File: src/rtl/fetch_queue_if.sv
// Bundles the instruction-memory handshake, the redirect request and the
// decode-side valid/ready channel of the fetch queue.
interface fetch_queue_if;
  logic        imem_req;
  logic [31:0] imem_addr;
  logic        imem_ack;
  logic [31:0] imem_rdata;
  logic        redirect;
  logic [31:0] redirect_pc;
  logic        inst_valid;
  logic [31:0] inst_out;
  logic [31:0] inst_pc;
  logic        inst_ready;

  // Fetch-queue side: issues requests and presents queued instructions.
  modport master (
    output imem_req, imem_addr, inst_valid, inst_out, inst_pc,
    input  imem_ack, imem_rdata, redirect, redirect_pc, inst_ready
  );

  // Environment side: instruction memory, branch unit and decode.
  modport slave (
    input  imem_req, imem_addr, inst_valid, inst_out, inst_pc,
    output imem_ack, imem_rdata, redirect, redirect_pc, inst_ready
  );
endinterface

File: src/rtl/fetch_queue.sv
// Instruction fetch stage: one outstanding word request to instruction memory,
// returned words buffered with their PCs in a DEPTH-entry FIFO for decode.
// A redirect flushes the FIFO and squashes any request still in flight.
module fetch_queue #(
  parameter int          DEPTH    = 4,
  parameter logic [31:0] RESET_PC = 32'h0000_0000
) (
  input  logic         clk,
  input  logic         reset,
  fetch_queue_if.master bus
);
  localparam int PTR_W = $clog2(DEPTH);
  localparam int CNT_W = PTR_W + 1;

  typedef enum logic [1:0] {
    IDLE  = 2'd0,
    FETCH = 2'd1,
    DROP  = 2'd2
  } state_t;

  state_t             state_r;
  logic [31:0]        fetch_pc_r;
  logic               imem_req_r;
  logic [31:0]        imem_addr_r;
  logic [PTR_W-1:0]   wr_ptr_r;
  logic [PTR_W-1:0]   rd_ptr_r;
  logic [CNT_W-1:0]   count_r;
  logic [31:0]        pc_mem_r   [DEPTH];
  logic [31:0]        inst_mem_r [DEPTH];

  logic               ack_s;
  logic               push_s;
  logic               pop_s;
  logic               room_s;
  logic               valid_s;
  logic [CNT_W-1:0]   count_next_s;
  logic [31:0]        target_s;
  logic [31:0]        redirect_lsb_unused_s;

  assign redirect_lsb_unused_s = bus.redirect_pc;

  // Handshake qualification and next-cycle occupancy (flush wins over push/pop).
  always_comb begin
    valid_s  = (count_r != {CNT_W{1'b0}});
    // imem_req is high in both FETCH and DROP, so any ack there is real.
    ack_s    = (state_r != IDLE) && bus.imem_ack;
    push_s   = (state_r == FETCH) && bus.imem_ack && !bus.redirect;
    pop_s    = valid_s && bus.inst_ready;
    target_s = {bus.redirect_pc[31:2], 2'b00};
    if (bus.redirect) begin
      count_next_s = {CNT_W{1'b0}};
    end else begin
      count_next_s = count_r + CNT_W'(push_s) - CNT_W'(pop_s);
    end
    // Only request when the word can be stored, so an ack never meets a full queue.
    room_s = (count_next_s < CNT_W'(DEPTH));
  end

  // Fetch control FSM with registered request/address outputs.
  always_ff @(posedge clk or negedge reset) begin
    if (!reset) begin
      state_r     <= IDLE;
      fetch_pc_r  <= RESET_PC;
      imem_req_r  <= 1'b0;
      imem_addr_r <= RESET_PC;
    end else if (bus.redirect) begin
      fetch_pc_r <= target_s;
      case (state_r)
        FETCH, DROP: begin
          imem_req_r <= 1'b1;
          if (ack_s) begin
            state_r     <= FETCH;
            imem_addr_r <= target_s;
          end else begin
            // Request still in flight: hold its address and discard its data later.
            state_r <= DROP;
          end
        end
        IDLE: begin
          state_r     <= FETCH;
          imem_req_r  <= 1'b1;
          imem_addr_r <= target_s;
        end
        default: begin
          state_r    <= IDLE;
          imem_req_r <= 1'b0;
        end
      endcase
    end else begin
      case (state_r)
        IDLE: begin
          if (room_s) begin
            state_r     <= FETCH;
            imem_req_r  <= 1'b1;
            imem_addr_r <= fetch_pc_r;
          end
        end
        FETCH: begin
          if (ack_s) begin
            fetch_pc_r <= fetch_pc_r + 32'd4;
            if (room_s) begin
              imem_req_r  <= 1'b1;
              imem_addr_r <= fetch_pc_r + 32'd4;
            end else begin
              state_r    <= IDLE;
              imem_req_r <= 1'b0;
            end
          end
        end
        DROP: begin
          if (ack_s) begin
            if (room_s) begin
              state_r     <= FETCH;
              imem_req_r  <= 1'b1;
              imem_addr_r <= fetch_pc_r;
            end else begin
              state_r    <= IDLE;
              imem_req_r <= 1'b0;
            end
          end
        end
        default: begin
          state_r    <= IDLE;
          imem_req_r <= 1'b0;
        end
      endcase
    end
  end

  // Queue pointers and occupancy; a redirect empties the queue.
  always_ff @(posedge clk or negedge reset) begin
    if (!reset) begin
      wr_ptr_r <= {PTR_W{1'b0}};
      rd_ptr_r <= {PTR_W{1'b0}};
      count_r  <= {CNT_W{1'b0}};
    end else if (bus.redirect) begin
      wr_ptr_r <= {PTR_W{1'b0}};
      rd_ptr_r <= {PTR_W{1'b0}};
      count_r  <= {CNT_W{1'b0}};
    end else begin
      if (push_s) begin
        wr_ptr_r <= wr_ptr_r + PTR_W'(1);
      end
      if (pop_s) begin
        rd_ptr_r <= rd_ptr_r + PTR_W'(1);
      end
      count_r <= count_next_s;
    end
  end

  // Entry storage; contents are only observed through a valid head.
  always_ff @(posedge clk) begin
    if (push_s) begin
      pc_mem_r[wr_ptr_r]   <= imem_addr_r;
      inst_mem_r[wr_ptr_r] <= bus.imem_rdata;
    end
  end

  // Head entry presented to decode, forced to zero while empty.
  always_comb begin
    bus.inst_valid = valid_s;
    if (valid_s) begin
      bus.inst_out = inst_mem_r[rd_ptr_r];
      bus.inst_pc  = pc_mem_r[rd_ptr_r];
    end else begin
      bus.inst_out = 32'h0000_0000;
      bus.inst_pc  = 32'h0000_0000;
    end
  end

  assign bus.imem_req  = imem_req_r;
  assign bus.imem_addr = imem_addr_r;
endmodule

File: src/flat_wrapper.sv
// flat-port wrapper written by rule: the top's interface ports become plain ports
module fetch_queue_flat 
#(
  parameter int          DEPTH    = 4,
  parameter logic [31:0] RESET_PC = 32'h0000_0000
)
  (clk, reset, bus_imem_req, bus_imem_addr, bus_inst_valid, bus_inst_out, bus_inst_pc, bus_imem_ack, bus_imem_rdata, bus_redirect, bus_redirect_pc, bus_inst_ready);
  fetch_queue_if bus_i ();
  input  logic clk;
  input  logic reset;
  output wire logic [$bits(bus_i.imem_req)-1:0] bus_imem_req;
  output wire logic [$bits(bus_i.imem_addr)-1:0] bus_imem_addr;
  output wire logic [$bits(bus_i.inst_valid)-1:0] bus_inst_valid;
  output wire logic [$bits(bus_i.inst_out)-1:0] bus_inst_out;
  output wire logic [$bits(bus_i.inst_pc)-1:0] bus_inst_pc;
  input wire logic [$bits(bus_i.imem_ack)-1:0] bus_imem_ack;
  input wire logic [$bits(bus_i.imem_rdata)-1:0] bus_imem_rdata;
  input wire logic [$bits(bus_i.redirect)-1:0] bus_redirect;
  input wire logic [$bits(bus_i.redirect_pc)-1:0] bus_redirect_pc;
  input wire logic [$bits(bus_i.inst_ready)-1:0] bus_inst_ready;
  assign bus_imem_req = bus_i.imem_req;
  assign bus_imem_addr = bus_i.imem_addr;
  assign bus_inst_valid = bus_i.inst_valid;
  assign bus_inst_out = bus_i.inst_out;
  assign bus_inst_pc = bus_i.inst_pc;
  assign bus_i.imem_ack = bus_imem_ack;
  assign bus_i.imem_rdata = bus_imem_rdata;
  assign bus_i.redirect = bus_redirect;
  assign bus_i.redirect_pc = bus_redirect_pc;
  assign bus_i.inst_ready = bus_inst_ready;
  fetch_queue #(.DEPTH(DEPTH), .RESET_PC(RESET_PC)) u_core (.clk(clk), .reset(reset), .bus(bus_i));
endmodule
File: config.mk
export PLATFORM = sky130hd
export DESIGN_NAME = fetch_queue_flat
export DESIGN_NICKNAME = d
export VERILOG_FILES = /design/src/rtl/fetch_queue_if.sv /design/src/rtl/fetch_queue.sv /design/src/flat_wrapper.sv
export SDC_FILE = /design/constraint.sdc
export NUM_CORES = 1
export LEC_CHECK = 0
export ABC_AREA = 1
export CORE_MARGIN = 10
export CORE_UTILIZATION = 51
export DETAILED_ROUTE_END_ITERATION = 12
export MAX_ROUTING_LAYER = met4
export PLACE_DENSITY_LB_ADDON = 0.3
export RECOVER_POWER = 25
export SLEW_MARGIN = 40
export SYNTH_ARGS = -nofsm -noshare
export SYNTH_HDL_FRONTEND = slang
export SYNTH_SLANG_ARGS = --single-unit
export TNS_END_PERCENT = 20
File: constraint.sdc
create_clock -name clk -period 4.35 [get_ports clk]
set_clock_uncertainty 0.1 [all_clocks]
set_input_delay 0.435 -clock clk [delete_from_list [all_inputs] [get_ports clk]]
set_output_delay 0.435 -clock clk [all_outputs]
set_load 0.1 [all_outputs]
# == Word-level counts from Yosys, hierarchy flattened ==
# Memories as Yosys holds them, arrays and structs flattened.
# Cells that the tools add are included.
# word_totals
inputBits,69
word_cells,80
ff_bits,74
memories,2
mem_bits_rw,256
output_inout_bits,98
# classes
n_eq_ne,10
muxes,36
n_addsub,5
n_lt_le_gt_ge,1
reduce_logical,19
# memory_table
name,words,width,rd,rd_clocked_by_memory_dff,wr,line_no,rtl
u_core.inst_mem_r,4,32,1,0,1,fetch_queue.sv:29,logic [31:0] inst_mem_r [DEPTH];
u_core.pc_mem_r,4,32,1,0,1,fetch_queue.sv:28,logic [31:0] pc_mem_r [DEPTH];
# ops
op,count
32-bit 2-to-1 mux,11
32-bit one-hot mux with 3 select lines,1
32-bit one-hot mux with 2 select lines,1
32-bit by 3-bit adder with 32-bit output (second input constant),1
2-bit 2-to-1 mux,10
3-bit by 2-bit inequality test with 1-bit output (second input constant),6
2-bit nonzero test,5
1-bit 2-to-1 mux,8
3-bit 2-to-1 mux,2
2-bit one-hot mux with 3 select lines,1
6-bit AND reduction,1
2-bit by 1-bit adder with 2-bit output (second input constant),2
1-bit logical AND,4
2-bit one-hot mux with 2 select lines,1
2-bit AND reduction,2
4-bit AND reduction,1
4-bit nonzero test,1
3-bit by 1-bit adder with 3-bit output,1
3-bit < comparator (second input constant),1
3-bit by 1-bit inequality test with 1-bit output (second input constant),1
3-bit inequality test (second input constant),1
3-bit nonzero test,1
3-bit OR reduction,1
3-bit by 1-bit subtractor with 3-bit output,1
other kinds (6),6

# == Depth between registers and ports, before layout ==
# Gate-level depths: netlist (run 1).
# logic_depth
ltp_word,11
ltp_mapped,19
mapped_depth_nobuf,18

# == Worst setup path after synthesis (run 1) ==
# No wires, ideal clock.
# synth_path
kind,reg2reg
startpoint,register u_core.state_r[1]
endpoint,"memory u_core.inst_mem_r[0][0], enable pin"
arrival_time_ns,3.743
path_buffers,0
setup_slack_ns,0.023
stages_incl_launch_ff,7
period_less_slack_ns,4.327
setup_ns,0.484
t_required_ns,3.766
path_cell_list,dfrtp_1 > inv_1 > ha_1 > nand2_4 > nor2_1 > inv_1 > nor2_1
# synth_between
elab_chain_len,5
# synth_lines
item,line_no,rtl
from (decl),fetch_queue.sv:21,state_t state_r;
from (signal assigned),fetch_queue.sv:62,state_r <= IDLE;
from (signal assigned),fetch_queue.sv:72,state_r <= FETCH;
from (signal assigned),fetch_queue.sv:76,state_r <= DROP;
2-bit by 1-bit == test with 1-bit output,fetch_queue.sv:47,push_s = (state_r == FETCH) && bus.imem_ack && !bus.redirect;
1-bit logical AND (2 in a row),fetch_queue.sv:47,
1-bit 2-to-1 mux,fetch_queue.sv:153,if (push_s) begin
1-bit 2-to-1 mux (not written as such),fetch_queue.sv:155,inst_mem_r[wr_ptr_r] <= bus.imem_rdata;
to (decl),fetch_queue.sv:29,
# No other way between the ends.

# == Final worst setup path (run 1) ==
# layout_path
startpoint,register u_core.rd_ptr_r[0]
endpoint,output bus_inst_out[14]
# layout_between
elab_chain_len,2
# layout_lines
item,line_no,rtl
from (decl),fetch_queue.sv:26,logic [PTR_W-1:0] rd_ptr_r;
from (signal assigned),fetch_queue.sv:134,rd_ptr_r <= {PTR_W{1'b0}};
from (signal assigned),fetch_queue.sv:138,rd_ptr_r <= {PTR_W{1'b0}};
from (signal assigned),fetch_queue.sv:145,rd_ptr_r <= rd_ptr_r + PTR_W'(1);
memory read 4 x 32 bit,n/a,
32-bit 2-to-1 mux,fetch_queue.sv:162,if (valid_s) begin
to (decl),flat_wrapper.sv:14,output wire logic [$bits(bus_i.inst_out)-1:0] bus_inst_out;
# No other way between the ends.

==> results.cfg, run 1 <==
[final_layout]
final_cell_mix = nor2_1, edfxtp_1, nand2_1
layout-drive-gt1-share_pct = 12.73
nNetsFinal = 1667
layout_commonest_cell = nor2_1
area_delta_synth_final_pct = 20.28

[worst_setup_path]
worst_setup_path_end_kind = primary output
slowest_stage = dfrtp_4
cp-startpoint = u_core.rd_ptr_r[0]
start_kind = flop
crit_chain = clkinv_2, buf_12, o21ai_0, a21oi_1, buf_4
crit_arrival_ps = 3140
regToRegStartpoint = u_core.state_r[1]
cp.required_ps = 3820
crit_type = flop to primary output
critPathMaxFanout = 55
critPathMaxStageDelay_ps = 800

[sta]
setup_tns_ps = 0
maxSlewHeadroom_pct = 40.39
rsz0062_at_grt = false
max_freq_mhz = 272.0
final.period_utilization_pct = 84.51
final-setup-viol-count = 0
post-route-min-period_ps = 3676
maxSlewViolCount = 0
worst_slew_pin_slew_ps = 894.2
hold_violations = 0

[place]
port-buffer-count = 164
dpl.hpwl_mm = 21.84
gp_congestion = 0.9478

[global_route]
grt_max_degree = 79
grt_pass1_vias = 10320
antenna_found_initial = 0
grt_pass1_wl_mm = 56.38
grt_usage_pct = 20.37
grt-ovfl-total = 0

[logic_synthesis]
syn-num-nets = 1521
syn_avg_cell_area_um2 = 9.920
ys_types = 31
syn_area_um2 = 14270
synth_warnings = 0
synthCells = 1439
synth_seq_cells = 323
synth-seq-area-share_pct = 65.46

[clocking]
cts_setup_buffers = 0
cts_tree = done
root_buffer = clkbuf_16
clk_latency_ps = 500
ctsResizeCount = 0
cts_buffers = 34
cts.sinks = 323
clock_path_buffers = 3
htreeDepth = 2
cts.clk_slew.worst_paths_ps = 60

[routing]
drc = 0
wl_per_cell_um = 17.88
vias_per_cell = 5.389
ant_nets = 0
drtPass1Iterations = 5
totalWireLength_mm = 35.60
drt_iter0_markers = 891
dr_total_vias = 10730

[die]
die-width_um = 187.3
io_pins = 167
fp.dieH_um = 187.3
dieArea_um2 = 35080
rows = 61
start_util_pct = 51.52
core-area_um2 = 27710

[worst_hold_path]
min_from = bus_redirect
hold_path.class = input port to flop

[flow_run]
maxCapViolations = 0

[outcome]
status = finished clean
[final timing paths]
check                                                to  slack (ps)  cells past startpoint
worst max-delay path                   bus_inst_out[14]         670                      5
max in group asynchronous            u_core.rd_ptr_r[0]        3160                      3
worst min-delay path                  u_core.count_r[0]         170                      2
min in group asynchronous          u_core.fetch_pc_r[4]         320                      2
worst min register to register     u_core.fetch_pc_r[3]         450                      2
worst max register to register  u_core.bus.imem_addr[7]        1160                     14
[final cells by class]
class                      count  area, µm²
timing repair buffer         184       1535
fill                        2265      10540
clock inverter                21      246.5
antenna                        2      5.005
sequential                   323       9349
tap                          378      473.0
inverter                      70      266.5
clock buffer                  41      908.4
multi-input combinational    972       4387
[sequential cells by signal, indices dropped and copies added, names as in the netlist]
signal,cells
u_core.bus.imem_req,1
u_core.inst_mem_r,128
u_core.count_r,3
u_core.pc_mem_r,124
u_core.fetch_pc_r,30
u_core.rd_ptr_r,2
u_core.bus.imem_addr,31
u_core.wr_ptr_r,2
u_core.state_r,2
[routing by layer]
| metal | GRT usage [%] | up-vias | wire (µm) |
|---|---|---|---|
| li1 | - | 5171 | - |
| met3 | 3.244 | 55 | 2135 |
| met1 | 26.32 | 5155 | 15490 |
| met4 | 5.304 | 0 | 753 |
| met2 | 32.96 | 348 | 17220 |
| met5 | - | - | 0 |
[synth_stat cells]
library cell / n / area [µm²]
a21oi_1: 106 / 530.5
a21oi_2: 9 / 78.83
a22oi_1: 3 / 22.52
a31oi_1: 7 / 43.79
and2_1: 2 / 12.51
buf_1: 17 / 63.81
buf_2: 19 / 95.09
buf_4: 4 / 30.03
clkbuf_1: 34 / 127.6
dfrtp_1: 71 / 1777
edfxtp_1: 252 / 7567
fa_1: 1 / 20.02
ha_1: 12 / 150.1
inv_1: 63 / 236.5
inv_2: 7 / 26.28
nand2_1: 234 / 878.3
nand2_2: 3 / 18.77
nand2_4: 1 / 11.26
nand3_1: 45 / 225.2
nand3_2: 1 / 10.01
nor2_1: 356 / 1336
nor2_2: 8 / 50.05
o21ai_0: 157 / 785.8
o21ai_1: 13 / 65.06
o21bai_1: 4 / 30.03
o221ai_1: 1 / 8.760
o22ai_1: 1 / 6.260
o32ai_1: 1 / 8.760
or2_0: 1 / 6.260
xnor2_1: 5 / 43.79
xor2_1: 1 / 8.760
[cell families after synthesis]
| family | count (synthesis) | share of synthesized area [%] |
|---|---|---|
| DFF | 323 | 65.46 |
| xor gates and xnor gates | 6 | 0.3681 |
| AOI/OAI and AO/OA | 302 | 11.07 |
| adders and majority gates | 13 | 1.192 |
| and+or+nand+nor | 651 | 17.85 |
| buffers and inverters | 144 | 4.058 |
[what timing repair did]
action,CTS,global route
hold buffers,1,0
hold endpoints to repair,32,0
endpoints found under the setup margin,0,0
[critical path, delay by kind of cell, from the launching register on]
family | cells | cell delay [ps]
DFF | 1 | 800
buffers and inverters | 3 | 1440
AOI/OAI and AO/OA | 2 | 340
[per-stage QoR]
step	std cells	instance area (µm²)	setup WS [ps]	hold WS (ps)	utilization, %
6_report	1991	17170	674.0	174.6	61.97
5_1_grt	1989	17170	415.4	213.0	61.96
2_1_floorplan	1439	14270	22.78	39.41	-
4_1_cts	1988	17140	724.0	162.8	61.86
3_3_place_gp	1925	16140	1232	422.4	58.26
3_5_place_dp	1925	15970	1181	421.5	57.65
Power of run 1 is left out: the tool's default activity adds up to more than one toggle a clock period on the data nets, which glitch-free logic cannot reach.
==> run 2, diff against run 1 <==
- clock period: 4.35 -> 3.29 ns (I/O delays scaled with it)
==> results.cfg, run 2 (synthesis gave the netlist of run 1 again) <==
[worst_setup_path]
cp_common_cell = nor2_1
cpLargestDelayFamily = buffers and inverters
crit_chain = buf_4, nor2_1, nor2_1, o21ai_0, a21oi_1, buf_12
cp_num_buf_inv = 2
path_depth = 6
worst_setup_path_end_kind = primary output
critPathMaxFanout = 55
crit_type = flop to primary output
rr_worst_depth = 18
critPathMaxStageDelay_ps = 510
cp.required_ps = 2860
rrSetupSlack_ps = 350
crit_arrival_ps = 2520
start_kind = flop
slowest_stage = buf_4

[die]
start_util_pct = 51.52
fp.dieH_um = 187.3
die-width_um = 187.3
dieArea_um2 = 35080
io_pins = 167
core-area_um2 = 27710
rows = 61

[routing]
vias_per_cell = 5.372
drtPass1Iterations = 5
drc = 0
totalWireLength_mm = 36.32
wl_per_cell_um = 18.21
dr_total_vias = 10720
drt_iter0_markers = 928
ant_nets = 0

[clocking]
ctsResizeCount = 0
cts_tree = done
clock_path_buffers = 3
cts.clk_slew.worst_paths_ps = 60
cts_buffers = 34
cts.sinks = 323
root_buffer = clkbuf_16
cts_setup_buffers = 0
htreeDepth = 2
clk_latency_ps = 510
hold_buffers = 1

[final_layout]
layout-drive-gt1-share_pct = 12.82
nNetsFinal = 1673
fillers = 2157
final_cell_mix = nor2_1, edfxtp_1, nand2_1
top_register = u_core.inst_mem_r
layout_commonest_cell = nor2_1
area_delta_synth_final_pct = 25.92
multi_input_area_um2 = 4387
seq_area_um2 = 9349
largest_reg_flops = 128

[sta]
worst_slew_pin_slew_ps = 1841
max_freq_mhz = 338.8
maxSlewHeadroom_pct = -22.77
final-setup-viol-count = 0
final.period_utilization_pct = 89.71
rsz0062_at_grt = false
post-route-min-period_ps = 2951
maxSlewViolCount = 72
hold_violations = 0
setup_tns_ps = 0

[global_route]
antenna_found_initial = 0
grt_pass1_wl_mm = 57.64
grt_usage_pct = 20.93
grt_pass1_vias = 10710
grt_max_degree = 73
grt-ovfl-total = 0

[outcome]
status = complete, but fails checks
violations = capacitance limit, slew limit

[place]
gp_congestion = 0.9078
port-buffer-count = 164
dpl.hpwl_mm = 23.06

[worst_hold_path]
hold_depth = 6
hold_path.class = input port to flop

[flow_run]
maxCapViolations = 1
-- run 2: final cells by class --
| class | instances | area share [%] |
|---|---|---|
| Sequential cell | 323 | 52.01 |
| Multi-Input combinational cell | 972 | 24.40 |
| Timing Repair Buffer | 190 | 13.80 |
| Clock buffer | 44 | 5.061 |
| Tap cell | 378 | 2.631 |
| Inverter | 70 | 1.462 |
| Clock inverter | 16 | 0.6056 |
| Antenna cell | 2 | 0.02784 |
-- run 2: path summary, 6_finish.rpt --
path / end / from
worst max register to register: u_core.bus.imem_addr[25] / u_core.count_r[1]
worst max-delay path: bus_inst_pc[1] / u_core.rd_ptr_r[0]
max in group asynchronous: u_core.rd_ptr_r[0] / reset
worst min register to register: u_core.fetch_pc_r[3] / u_core.fetch_pc_r[3]
worst min-delay path: u_core.wr_ptr_r[1] / bus_redirect
min in group asynchronous: u_core.fetch_pc_r[4] / reset
-- run 2: per-layer routing --
metal | up-vias | GRT usage (%) | part of all wire, %
li1 | 5170 | - | -
met1 | 5107 | 26.37 | 42
met2 | 390 | 34.20 | 49
met3 | 51 | 3.262 | 6.6
met4 | 0 | 6.545 | 2.1
met5 | - | - | 0
-- run 2: stage by stage --
stage	hold slack [ps]	util [%]	worst slack, ps	std cells	area [µm²]
floorplan	-66.59	-	-1037	1439	14270
global placement	293.0	61.22	409.2	1932	16960
detailed placement	296.1	61.20	305.0	1932	16960
CTS	176.4	64.91	328.5	1993	17980
global route	216.4	64.86	58.99	1993	17970
finish	190.5	64.88	338.5	1995	17970
-- run 2: worst min-delay path: stages --
cell and delay, ps:
buf_2 120, inv_2 50, nand2_4 50, nor2_1 80, nand2_1 60, o21ai_0 60
Power of run 2 is left out for the same reason.
==> run 3, diff against run 2 <==
- CELL_PAD_IN_SITES_DETAIL_PLACEMENT: default -> 1
- CELL_PAD_IN_SITES_GLOBAL_PLACEMENT: default -> 2
- CORE_UTILIZATION: 51 -> 32
==> results.cfg, run 3 (synthesis gave the netlist of run 1 again) <==
[die]
fp.dieH_um = 231.2
die-width_um = 231.2
io_pins = 167
dieArea_um2 = 53460
rows = 77
core-area_um2 = 44120
start_util_pct = 32.35

[final_layout]
top_register = u_core.inst_mem_r
nNetsFinal = 1683
fillers = 4952
area_delta_synth_final_pct = 28.94
final_cell_mix = nor2_1, edfxtp_1, nand2_1
stdcell_count = 2223
layout_commonest_cell = nor2_1
largest_reg_flops = 128
layout-drive-gt1-share_pct = 13.31
final_cell_area_um2 = 18410

[global_route]
grt_max_degree = 105
antenna_found_initial = 1
grt_pass1_wl_mm = 67.97
grt_usage_pct = 16.78
grt_pass1_vias = 11380
grt-ovfl-total = 0

[worst_setup_path]
worst_setup_path_end_kind = primary output
crit_type = flop to primary output
crit_arrival_ps = 2550
start_kind = flop
critPathMaxFanout = 104
cp.required_ps = 2860

[routing]
totalWireLength_mm = 43.94
drtPass1Iterations = 5
drc = 0
drt_iter0_markers = 582
dr_total_vias = 10730
wl_per_cell_um = 19.77
ant_nets = 0
vias_per_cell = 4.829

[sta]
rsz0062_at_grt = false
holdWs_ps = 265.4
final-setup-viol-count = 0
worst_slew_pin_slew_ps = 751.4
post-route-min-period_ps = 2979
maxSlewViolCount = 0
hold_violations = 0
max_freq_mhz = 335.7
maxSlewHeadroom_pct = 49.83
final.period_utilization_pct = 90.54

[place]
dpl.hpwl_mm = 28.67
place_inst = 2152
port-buffer-count = 164
dpl-instance-area_um2 = 17230
gp_congestion = 0.8122

[outcome]
status = finished clean

[clocking]
htreeDepth = 2
cts_setup_buffers = 0
root_buffer = clkbuf_16
cts_tree = done
cts_buffers = 38
clk_latency_ps = 540
cts.sinks = 323
cts.clk_slew.worst_paths_ps = 60
clock_path_buffers = 3

[worst_hold_path]
hold_path.class = input port to async pin

[power_and_ir_drop]
ir_worst_vdd_uv = 524.8
power.leakage_nw = 7.011
pwr_density_cell_nw_per_um2 = 1133

[flow_run]
maxCapViolations = 0
==> run 3: changes by cell type in the layout (fill, tap and decap cells not counted), moves of 2 or more <==
cell / previous run / this run
clkbuf_16: 35 / 39
clkinv_4: 2 / 0
clkbuf_8: 0 / 2
buf_2: 3 / 1
buf_4: 49 / 60
clkinv_1: 5 / 12
buf_12: 72 / 68
==> run 3: stage by stage <==
| step | power [mW] | util (%) | setup TNS, ps | setup WS [ps] |
|---|---|---|---|---|
| global placement | 17.00 | 39.04 | 0 | 307.3 |
| CTS | 21.15 | 41.68 | 0 | 157.1 |
| global route | 21.98 | 41.71 | 0 | 54.18 |
| finish | 20.85 | 41.71 | 0 | 311.3 |
| detailed placement | 17.16 | 39.05 | 0 | 232.8 |
| floorplan | 13.12 | - | -261580 | -1037 |
==> run 3: final timing paths <==
| kind | to | cells past startpoint | slack [ps] | from |
|---|---|---|---|---|
| setup / recovery | bus_inst_out[4] | 6 | 310 | u_core.rd_ptr_r[0] |
| min in group clk | u_core.bus.imem_addr[11] | 6 | 270 | bus_redirect |
| setup reg to reg | u_core.bus.imem_addr[26] | 14 | 350 | u_core.state_r[1] |
| max in group asynchronous | u_core.bus.imem_addr[27] | 3 | 2090 | reset |
| hold reg to reg | u_core.fetch_pc_r[3] | 2 | 440 | u_core.fetch_pc_r[3] |
| hold / removal | u_core.fetch_pc_r[7] | 2 | 270 | reset |
==> run 3: final cells by class <==
type | instances | area [µm²] | share of cell area [%]
Sequential cell | 323 | 9349 | 50.79
Clock inverter | 19 | 113.9 | 0.6186
Clock buffer | 50 | 1037 | 5.635
Antenna cell | 1 | 2.502 | 0.01360
Timing Repair Buffer | 196 | 2506 | 13.62
Tap cell | 592 | 740.7 | 4.024
Inverter | 70 | 264.0 | 1.434
Multi-Input combinational cell | 972 | 4393 | 23.87
==> run 3: power breakdown <==
group	internal, mW	switching (mW)
clock network	2.29	1.63
registers	5.19	0.765
logic	3.10	7.88
==> run 3: timing repair <==
item | in CTS | in global routing
hold buffers | 1 | 0
endpoints found under the hold margin | 42 | 0
resized for setup | 0 | 3
endpoints found under the setup margin | 0 | 13
==> run 3: critical path: stages, from the launching register on <==
cell,delay [ps]
dfrtp_4,650
buf_16,410
nor2_1,130
nor2_1,130
o21ai_0,100
a21oi_1,340
buf_12,230
==> run 3: metal layers <==
layer  track usage [%]  up-vias  routed length [µm]
met1             20.68     5331               19880
met4             3.248        0                 602
met5                 -        -                   0
met2             28.53      177               21830
li1                  -     5183                   -
met3             2.993       43                1626
Power figures use the tool's default switching activity.
